[config.mk]
export PLATFORM = sky130hd
export DESIGN_NAME = traffic_phase_scheduler
export DESIGN_NICKNAME = d
export VERILOG_FILES = /design/src/rtl/traffic_pkg.sv /design/src/rtl/phase_timer.sv /design/src/rtl/traffic_phase_scheduler.sv
export SDC_FILE = /design/constraint.sdc
export NUM_CORES = 1
export LEC_CHECK = 0
export BUFFER_PORTS_ARGS = -buffer_cell sky130_fd_sc_hd__buf_2
export CORE_MARGIN = 2
export CORE_UTILIZATION = 37
export DETAILED_ROUTE_END_ITERATION = 12
export MAX_ROUTING_LAYER = met4
export PLACE_DENSITY = 0.56
export SYNTH_ARGS = -nofsm -noshare
export SYNTH_HDL_FRONTEND = slang
export SYNTH_SLANG_ARGS = --single-unit
[constraint.sdc]
create_clock -name clk -period 3.6 [get_ports clk]
set_clock_uncertainty 0.1 [all_clocks]
set_input_delay 0.54 -clock clk [delete_from_list [all_inputs] [get_ports clk]]
set_output_delay 0.54 -clock clk [all_outputs]
set_load 0.01 [all_outputs]
[src/rtl/traffic_pkg.sv]
// Shared phase encodings and lamp constants for the intersection scheduler.
// Provides per-road lamp decode helpers used by the top level.
package traffic_pkg;

   typedef enum logic [2:0] {
      NS_G  = 3'd0,
      NS_Y  = 3'd1,
      RED_A = 3'd2,
      EW_G  = 3'd3,
      EW_Y  = 3'd4,
      RED_B = 3'd5
   } phase_e;

   localparam logic [2:0] LAMP_RED = 3'b100;
   localparam logic [2:0] LAMP_YEL = 3'b010;
   localparam logic [2:0] LAMP_GRN = 3'b001;

   function automatic logic [2:0] lamp_ns(input phase_e p);
      case (p)
         NS_G:    lamp_ns = LAMP_GRN;
         NS_Y:    lamp_ns = LAMP_YEL;
         default: lamp_ns = LAMP_RED;
      endcase
   endfunction

   function automatic logic [2:0] lamp_ew(input phase_e p);
      case (p)
         EW_G:    lamp_ew = LAMP_GRN;
         EW_Y:    lamp_ew = LAMP_YEL;
         default: lamp_ew = LAMP_RED;
      endcase
   endfunction

endpackage

[src/rtl/phase_timer.sv]
// CW-bit loadable down-counter stepped by tick; hold freezes it.
// Ports: clk, rst_n, tick, hold, load, load_val in; cnt, expire out.
module phase_timer #(
   parameter int             CW      = 6,
   parameter logic [CW-1:0]  RST_VAL = '0
) (
   input  logic          clk,
   input  logic          rst_n,
   input  logic          tick,
   input  logic          hold,
   input  logic          load,
   input  logic [CW-1:0] load_val,
   output logic [CW-1:0] cnt,
   output logic          expire
);

   logic [CW-1:0] cnt_q;
   logic [CW-1:0] cnt_d;

   always_comb begin
      cnt_d = cnt_q;
      if (load)
         cnt_d = load_val;
      else if (tick && !hold && cnt_q != '0)
         cnt_d = cnt_q - 1'b1;
   end

   always_ff @(posedge clk or negedge rst_n) begin
      if (!rst_n)
         cnt_q <= RST_VAL;
      else
         cnt_q <= cnt_d;
   end

   assign cnt    = cnt_q;
   // Last tick of a phase; the owner must load the next duration.
   assign expire = tick & ~hold & (cnt_q == CW'(1));

endmodule

[src/rtl/traffic_phase_scheduler.sv]
// NS/EW intersection phase sequencer with NS green hold and walk latching.
// Ports: clk, rst_n, tick, veh_req_ew, ped_req_ns/ew, [emg_req] in;
// light_ns/ew, walk_ns/ew, phase, remain out.
// Optional emergency preempt: define EMERGENCY_PREEMPT_EN.
module traffic_phase_scheduler
   import traffic_pkg::*;
#(
   parameter int CW         = 6,
   parameter int T_GREEN_NS = 25,
   parameter int T_GREEN_EW = 25,
   parameter int T_YELLOW   = 5,
   parameter int T_ALL_RED  = 2
) (
   input  logic          clk,
   input  logic          rst_n,
   input  logic          tick,
   input  logic          veh_req_ew,
   input  logic          ped_req_ns,
   input  logic          ped_req_ew,
`ifdef EMERGENCY_PREEMPT_EN
   input  logic          emg_req,
`endif
   output logic [2:0]    light_ns,
   output logic [2:0]    light_ew,
   output logic          walk_ns,
   output logic          walk_ew,
   output logic [2:0]    phase,
   output logic [CW-1:0] remain
);

   localparam logic [CW-1:0] TG_NS = CW'(T_GREEN_NS);
   localparam logic [CW-1:0] TG_EW = CW'(T_GREEN_EW);
   localparam logic [CW-1:0] TY    = CW'(T_YELLOW);
   localparam logic [CW-1:0] TAR   = CW'(T_ALL_RED);

   phase_e        phase_q, phase_d;
   logic [2:0]    light_ns_q, light_ew_q;
   logic          walk_ns_q, walk_ns_d;
   logic          walk_ew_q, walk_ew_d;
   logic          pend_ns_q, pend_ns_d;
   logic          pend_ew_q, pend_ew_d;
   logic          load, hold, expire;
   logic [CW-1:0] load_val;

   phase_timer #(
      .CW      (CW),
      .RST_VAL (TAR)
   ) u_timer (
      .clk      (clk),
      .rst_n    (rst_n),
      .tick     (tick),
      .hold     (hold),
      .load     (load),
      .load_val (load_val),
      .cnt      (remain),
      .expire   (expire)
   );

   always_comb begin
      phase_d   = phase_q;
      walk_ns_d = walk_ns_q;
      walk_ew_d = walk_ew_q;
      pend_ns_d = pend_ns_q | ped_req_ns;
      pend_ew_d = pend_ew_q | ped_req_ew;
      load      = 1'b0;
      load_val  = TAR;
      hold      = 1'b0;

      if (expire) begin
         load = 1'b1;
         case (phase_q)
            NS_G: begin
               // No EW demand: re-arm the NS green instead of cycling.
               if (veh_req_ew || pend_ew_q) begin
                  phase_d  = NS_Y;
                  load_val = TY;
               end else begin
                  load_val = TG_NS;
               end
            end
            NS_Y: begin
               phase_d  = RED_A;
               load_val = TAR;
            end
            RED_A: begin
               phase_d  = EW_G;
               load_val = TG_EW;
            end
            EW_G: begin
               phase_d  = EW_Y;
               load_val = TY;
            end
            EW_Y: begin
               phase_d  = RED_B;
               load_val = TAR;
            end
            default: begin
               phase_d  = NS_G;
               load_val = TG_NS;
            end
         endcase
      end

`ifdef EMERGENCY_PREEMPT_EN
      if (emg_req) begin
         if (phase_q == NS_G || phase_q == EW_G) begin
            phase_d  = (phase_q == NS_G) ? NS_Y : EW_Y;
            load     = 1'b1;
            load_val = TY;
         end else if (phase_q == RED_A || phase_q == RED_B) begin
            // Park the clearance at one tick left until release.
            hold     = 1'b1;
            phase_d  = phase_q;
            load     = (remain != CW'(1));
            load_val = CW'(1);
         end
      end
`endif

      // A request on the entry edge stays pending for the next green.
      if (phase_d == NS_G && phase_q != NS_G) begin
         walk_ns_d = pend_ns_q;
         pend_ns_d = ped_req_ns;
      end else if (phase_q == NS_G && phase_d != NS_G) begin
         walk_ns_d = 1'b0;
      end

      if (phase_d == EW_G && phase_q != EW_G) begin
         walk_ew_d = pend_ew_q;
         pend_ew_d = ped_req_ew;
      end else if (phase_q == EW_G && phase_d != EW_G) begin
         walk_ew_d = 1'b0;
      end
   end

   always_ff @(posedge clk or negedge rst_n) begin
      if (!rst_n) begin
         phase_q    <= RED_B;
         light_ns_q <= LAMP_RED;
         light_ew_q <= LAMP_RED;
         walk_ns_q  <= 1'b0;
         walk_ew_q  <= 1'b0;
         pend_ns_q  <= 1'b0;
         pend_ew_q  <= 1'b0;
      end else begin
         phase_q    <= phase_d;
         light_ns_q <= lamp_ns(phase_d);
         light_ew_q <= lamp_ew(phase_d);
         walk_ns_q  <= walk_ns_d;
         walk_ew_q  <= walk_ew_d;
         pend_ns_q  <= pend_ns_d;
         pend_ew_q  <= pend_ew_d;
      end
   end

   assign phase    = phase_q;
   assign light_ns = light_ns_q;
   assign light_ew = light_ew_q;
   assign walk_ns  = walk_ns_q;
   assign walk_ew  = walk_ew_q;

endmodule

# Yosys cells after proc, flatten, opt, wreduce, memory -nomap -nowiden
# Index checks and enable logic that the tools add are counted.
# classes
addsub	1
eq_ne	10
mux	17
bitwise_logic	3
n_reduce_logical	15
# op_table
operator	n
$mux W6	3
$pmux W6 S3	1
$pmux W3 S5	1
$pmux W3 S2	2
$eq A3 B2 Y1 const B	3
$mux W1	7
$eq A3 B1 Y1 const B	2
$eq A3 B3 Y1 const B	2
$eq A6 B1 Y1 const B	1
$logic_not A3 Y1	2
$mux W3	2
$ne A3 B2 Y1 const B	2
$reduce_bool A2 Y1	3
$reduce_bool A3 Y1	2
$reduce_bool A6 Y1	1
$sub A6 B1 Y6 const B	1
$logic_and A1 B1 Y1	5
$mux W5	1
$or A1 B1 Y1	2
$reduce_or A2 Y1	1
$and A1 B1 Y1	1
$logic_or A1 B1 Y1	1
# word_totals
register_bits	19
input_bits	6
output_inout_bits	17
word_cells	54

# Depth between registers and ports, before layout
# depth
word_depth	8
ltp_mapped	9
ltp_nobuf	9

# Modules after synthesis
# A second synthesis with hierarchy kept.
# hier_totals
cells_unflattened	120
area_unflattened_um2	1144.8
# modules_own_cells
mod	n_inst	cells_per_inst	area_per_inst_um2	seq_area_each_um2
traffic_phase_scheduler	1	71	670.6	330.3
phase_timer	1	49	474.2	151.4

# Least setup slack after synthesis
# OpenSTA, ideal clock, no wires.
# synth_timing
kind	register to register
from	register u_timer.cnt_q[1], in the netlist u_timer.cnt[1]
to	register walk_ew_q, in the netlist walk_ew
t_arrival_ns	1.845
required_ns	3.374
setup_slack_ns	1.529
path_stages_with_launch	10
n_path_buf	1
cell_sequence	dfstp_2 > inv_1 > ha_1 > nand3_2 > clkbuf_1 > nand2_1 > a21oi_1 > ha_1 > nand2_1 > o21ai_0
# synth_between
elab_chain_cells	6
elab_cells_between_ends	9
cone_classes	eq/ne (3); mux (2); bitwise (1); reduce/logical (3)
# synth_lines
item	line_no	source
start: declaration	phase_timer.sv:17	logic [CW-1:0] cnt_q;
start signal: assignment	phase_timer.sv:32	cnt_q <= cnt_d;
$eq A6 B1 Y1 *	phase_timer.sv:37	assign expire = tick & ~hold & (cnt_q == CW'(1));
$and A1 B1 Y1 *	phase_timer.sv:37	
$mux W3 *	traffic_phase_scheduler.sv:69	if (expire) begin
$eq A3 B2 Y1 / $ne A3 B2 Y1 (equally long branches)	traffic_phase_scheduler.sv:128, traffic_phase_scheduler.sv:131	
$logic_and A1 B1 Y1, on equally long branches	traffic_phase_scheduler.sv:128, traffic_phase_scheduler.sv:131	
$mux W1 / $reduce_bool A2 Y1 (equally long branches)	n/a	
end signal: assignment	traffic_phase_scheduler.sv:150	walk_ew_q <= walk_ew_d;
end: declaration	traffic_phase_scheduler.sv:39	logic walk_ew_q, walk_ew_d;
# Mark *: on every way between the ends. The rest lies on a longest branch, timed or not.
# A chain may end at the register's enable or synchronous reset.

# Final worst setup path
# layout_timing
from	register u_timer.cnt_q[2], in the netlist u_timer.cnt[2]
to	register walk_ns_q, in the netlist walk_ns
# layout_between
elab_chain_cells	6
elab_cells_between_ends	9
cone_classes	eq/ne (1); mux (2); bitwise (1); reduce/logical (5)
# layout_lines
item	line_no	source
$eq A6 B1 Y1 *	phase_timer.sv:37	
$and A1 B1 Y1 *	phase_timer.sv:37	
$mux W3 *	traffic_phase_scheduler.sv:69	
$logic_not A3 Y1 / $reduce_bool A3 Y1 (equally long branches)	traffic_phase_scheduler.sv:121, traffic_phase_scheduler.sv:124	
$logic_and A1 B1 Y1, on equally long branches	traffic_phase_scheduler.sv:121, traffic_phase_scheduler.sv:124	
$mux W1 / $reduce_bool A2 Y1 (equally long branches)	n/a	
end signal: assignment	traffic_phase_scheduler.sv:149	walk_ns_q <= walk_ns_d;
end: declaration	traffic_phase_scheduler.sv:38	logic walk_ns_q, walk_ns_d;
# Marks and branches as above.

==> load_flow_metrics.sql <==
INSERT INTO impl_metrics (metric_group, metric, value, unit) VALUES
('run_status', 'run_status', 'completed', ''),
('synth', 'dominant_combinational_cell_family_by_area_after_synthesis', 'compound AO/OA/AOI/OAI gates', ''),
('pwr', 'power.switching_fraction', '0.433', ''),
('placement', 'buffer_ports.inserted', '22', ''),
('placement', 'place_inst', '160', ''),
('hold_path', 'timing.hold.worst.class', 'in -> async', ''),
('cells_and_area', 'num-nets-final', '145', ''),
('detailed_routing', 'vias', '896', ''),
('cells_and_area', 'filler_cell_count', '269', ''),
('sta', 'final-setup-viol-count', '0', ''),
('sta', 'post-route-period-util', '0.635', ''),
('detailed_routing', 'routed_wire_length_per_instance', '13.4', 'um'),
('clock_tree', 'cts.path.max_buffers', '2', ''),
('setup_path', 'slowest_delay', '0.51', 'ns'),
('setup_path', 'worst-r2r-setup-slack', '1.32', 'ns'),
('synth', 'synth_top_cell_area_share', '0.334', ''),
('global_routing', 'antenna_violations_before_repair', '0', ''),
('clock_tree', 'cts_htree_levels', '1', ''),
('clock_tree', 'root_buffer', 'clkbuf_4', ''),
('global_routing', 'grt_overflow', '0', ''),
('setup_path', 'timing.critical_path.from', 'u_timer.cnt[2]$_DFFE_PN0P_', ''),
('sta', 'maxClockFrequency', '0.438', 'GHz'),
('setup_path', 'crit_type', 'reg -> reg', ''),
('flow_run', 'max-cap-violations', '0', ''),
('setup_path', 'rr_endpoint', 'walk_ns$_DFFE_PN0P_', ''),
('sta', 'fin_crit', '2.28', 'ns'),
('global_routing', 'grt.total_usage', '0.147', ''),
('synth', 'synth-async-reset-ratio', '1.00', ''),
('global_routing', 'first_global_vias', '810', ''),
('cells_and_area', 'area_growth', '15.4', '%'),
('synth', 'synthTopCellsByCount', '14 x dfrtp_1, 13 x nand2_1, 9 x o21ai_0, 8 x a21oi_1, 7 x nor2_1', ''),
('detailed_routing', 'drt_first_pass_iters', '4', ''),
('cells_and_area', 'n_antenna_cell', '0', ''),
('setup_path', 'critPathBufInv', '0', ''),
('global_routing', 'grt_pass1_wl', '3.68', 'mm'),
('clock_tree', 'cts_tree', 'done', ''),
('sta', 'maxSlewHeadroom', '0.663', ''),
('pwr', 'p_leak', '0.542', 'nW'),
('detailed_routing', 'drcViolationCount', '0', ''),
('detailed_routing', 'drt_wl_total', '2.19', 'mm'),
('detailed_routing', 'post_drt_via_cell_ratio', '5.46', ''),
('sta', 'aggregate_negative_setup_slack', '0', 'ns'),
('setup_path', 'timing.critical_path.max_delay_family', 'simple AND/OR/NAND/NOR gates', ''),
('detailed_routing', 'ant_nets', '0', ''),
('synth', 'synth_edf_count', '0', ''),
('synth', 'syn-num-nets', '122', ''),
('setup_path', 'element_type_at_the_critical_path_start', 'flip-flop', ''),
('synth', 'synth_top_cell_by_area', 'dfrtp_1', ''),
('pwr', 'power_frac_seq', '0.411', ''),
('placement', 'dp_hpwl', '1.59', 'mm'),
('floorplanning', 'design.die.area', '3280', 'um^2'),
('synth', 'post_synth_cell_types', '36', ''),
('setup_path', 'critPathSlowestCell', 'nor4_1', ''),
('sta', 'grt_setup_unrepaired', 'no', ''),
('synth', 'ys_top_cells_by_area', 'dfrtp_1 33%, dfstp_2 13%, ha_1 6.0%', ''),
('sta', 'hold_viol_final', '0', ''),
('cells_and_area', 'post_route_cells_drive_above_1_share', '0.301', ''),
('pwr', 'peakVddDrop', '399', 'uV'),
('synth', 'post_synth_inst_count', '111', ''),
('detailed_routing', 'detailroute.wirelength.met2', '1.05', 'mm'),
('floorplanning', 'placeableCoreArea', '2730', 'um^2'),
('floorplanning', 'initial_utilization', '0.384', ''),
('pwr', 'power.density_cell_area', '901', 'nW/um^2'),
('setup_path', 'crit_path_cell_trace', 'nor4_1 -> nand3_2 -> nor2_1 -> o22ai_1 -> ha_1 -> nand2_1 -> o21ai_0', ''),
('detailed_routing', 'top_layer', 'met4', ''),
('detailed_routing', 'wl_met3', '73', 'um'),
('floorplanning', 'die_w', '57.3', 'um'),
('setup_path', 'largest_fanout_of_any_net_on_the_critical_path', '14', ''),
('synth', 'avgSynthCellArea', '9.46', 'um^2'),
('sta', 'final.hold.worst_slack', '0.0521', 'ns'),
('clock_tree', 'setup_buffers_after_cts', '0', '');
state kept, by name (all words and copies together), names as in the netlist:
signal / count
light_ew: 3
light_ns: 3
walk_ew: 1
pend_ns_q: 1
u_timer.cnt: 6
phase: 3
pend_ew_q: 1
walk_ns: 1
power groups by stage:
stage,logic (mW),registers (mW),clock network (mW)
finish,0.532,0.448,0.111
global route,0.600,0.463,0.123
CTS,0.537,0.446,0.114
detailed placement,0.534,0.452,0
global placement,0.525,0.444,0
floorplan,0.373,0.444,0
cell usage in the layout, fill, tap and decap left out, types with 2 or more instances in the layout:
cell / n
inv_1: 6
o31ai_1: 2
ha_1: 5
nor2_1: 7
o22ai_1: 4
dfstp_2: 5
nand2_1: 13
buf_2: 22
nor4_1: 2
o21ai_0: 9
dfrtp_1: 14
a21oi_1: 8
a22o_1: 2
xnor2_1: 2
or2_2: 2
a21o_1: 3
nor3_1: 4
clkbuf_4: 3
worst reg2reg max path, stage by stage (launching register included):
cell and delay, ns:
dfrtp_1 0.45, nor4_1 0.51, nand3_2 0.33, nor2_1 0.24, o22ai_1 0.12, ha_1 0.30, nand2_1 0.06, o21ai_0 0.06
cell type report:
type	instances	area [um^2]	share of cell area
clock buffers	3	22.5	0.0186
flip-flops and latches	19	482	0.398
repair buffers	22	110	0.0909
clock inverters	1	5.00	0.00413
multi-input cells	82	531	0.438
inverters	6	22.5	0.0186
well taps	31	38.8	0.0320
worst max path at each step:
stage,cells past startpoint,to
floorplan,9,walk_ew$_DFFE_PN0P_
global placement,7,walk_ns$_DFFE_PN0P_
detailed placement,7,walk_ns$_DFFE_PN0P_
CTS,7,walk_ns$_DFFE_PN0P_
global route,6,walk_ew$_DFFE_PN0P_
finish,7,walk_ns$_DFFE_PN0P_
routing by layer:
metal	vias to the layer above	GRT usage
met5	-	-
met4	0	0.0532
met3	4	0.0295
met2	15	0.227
met1	430	0.194
li1	447	-
metrics by stage:
stage,total power [mW],cell area [um^2],util,setup slack (ns)
floorplan,0.817,1050,-,1.53
global placement,0.970,1180,0.433,1.43
detailed placement,0.986,1180,0.433,1.34
CTS,1.10,1210,0.443,1.32
global route,1.19,1210,0.443,1.16
finish,1.09,1210,0.443,1.32
cell families (layout without fill, tap and decap cells):
kind of cell / after synthesis / after routing
AND/OR/NAND/NOR: 37 / 37
AO/OA/AOI/OAI: 36 / 36
flip-flops: 19 / 19
buffers and inverters: 10 / 32
adder cells (fa/ha/maj): 5 / 5
XOR/XNOR: 2 / 2
multiplexers: 2 / 2
Note: power is estimated with default switching activity, not from simulation.
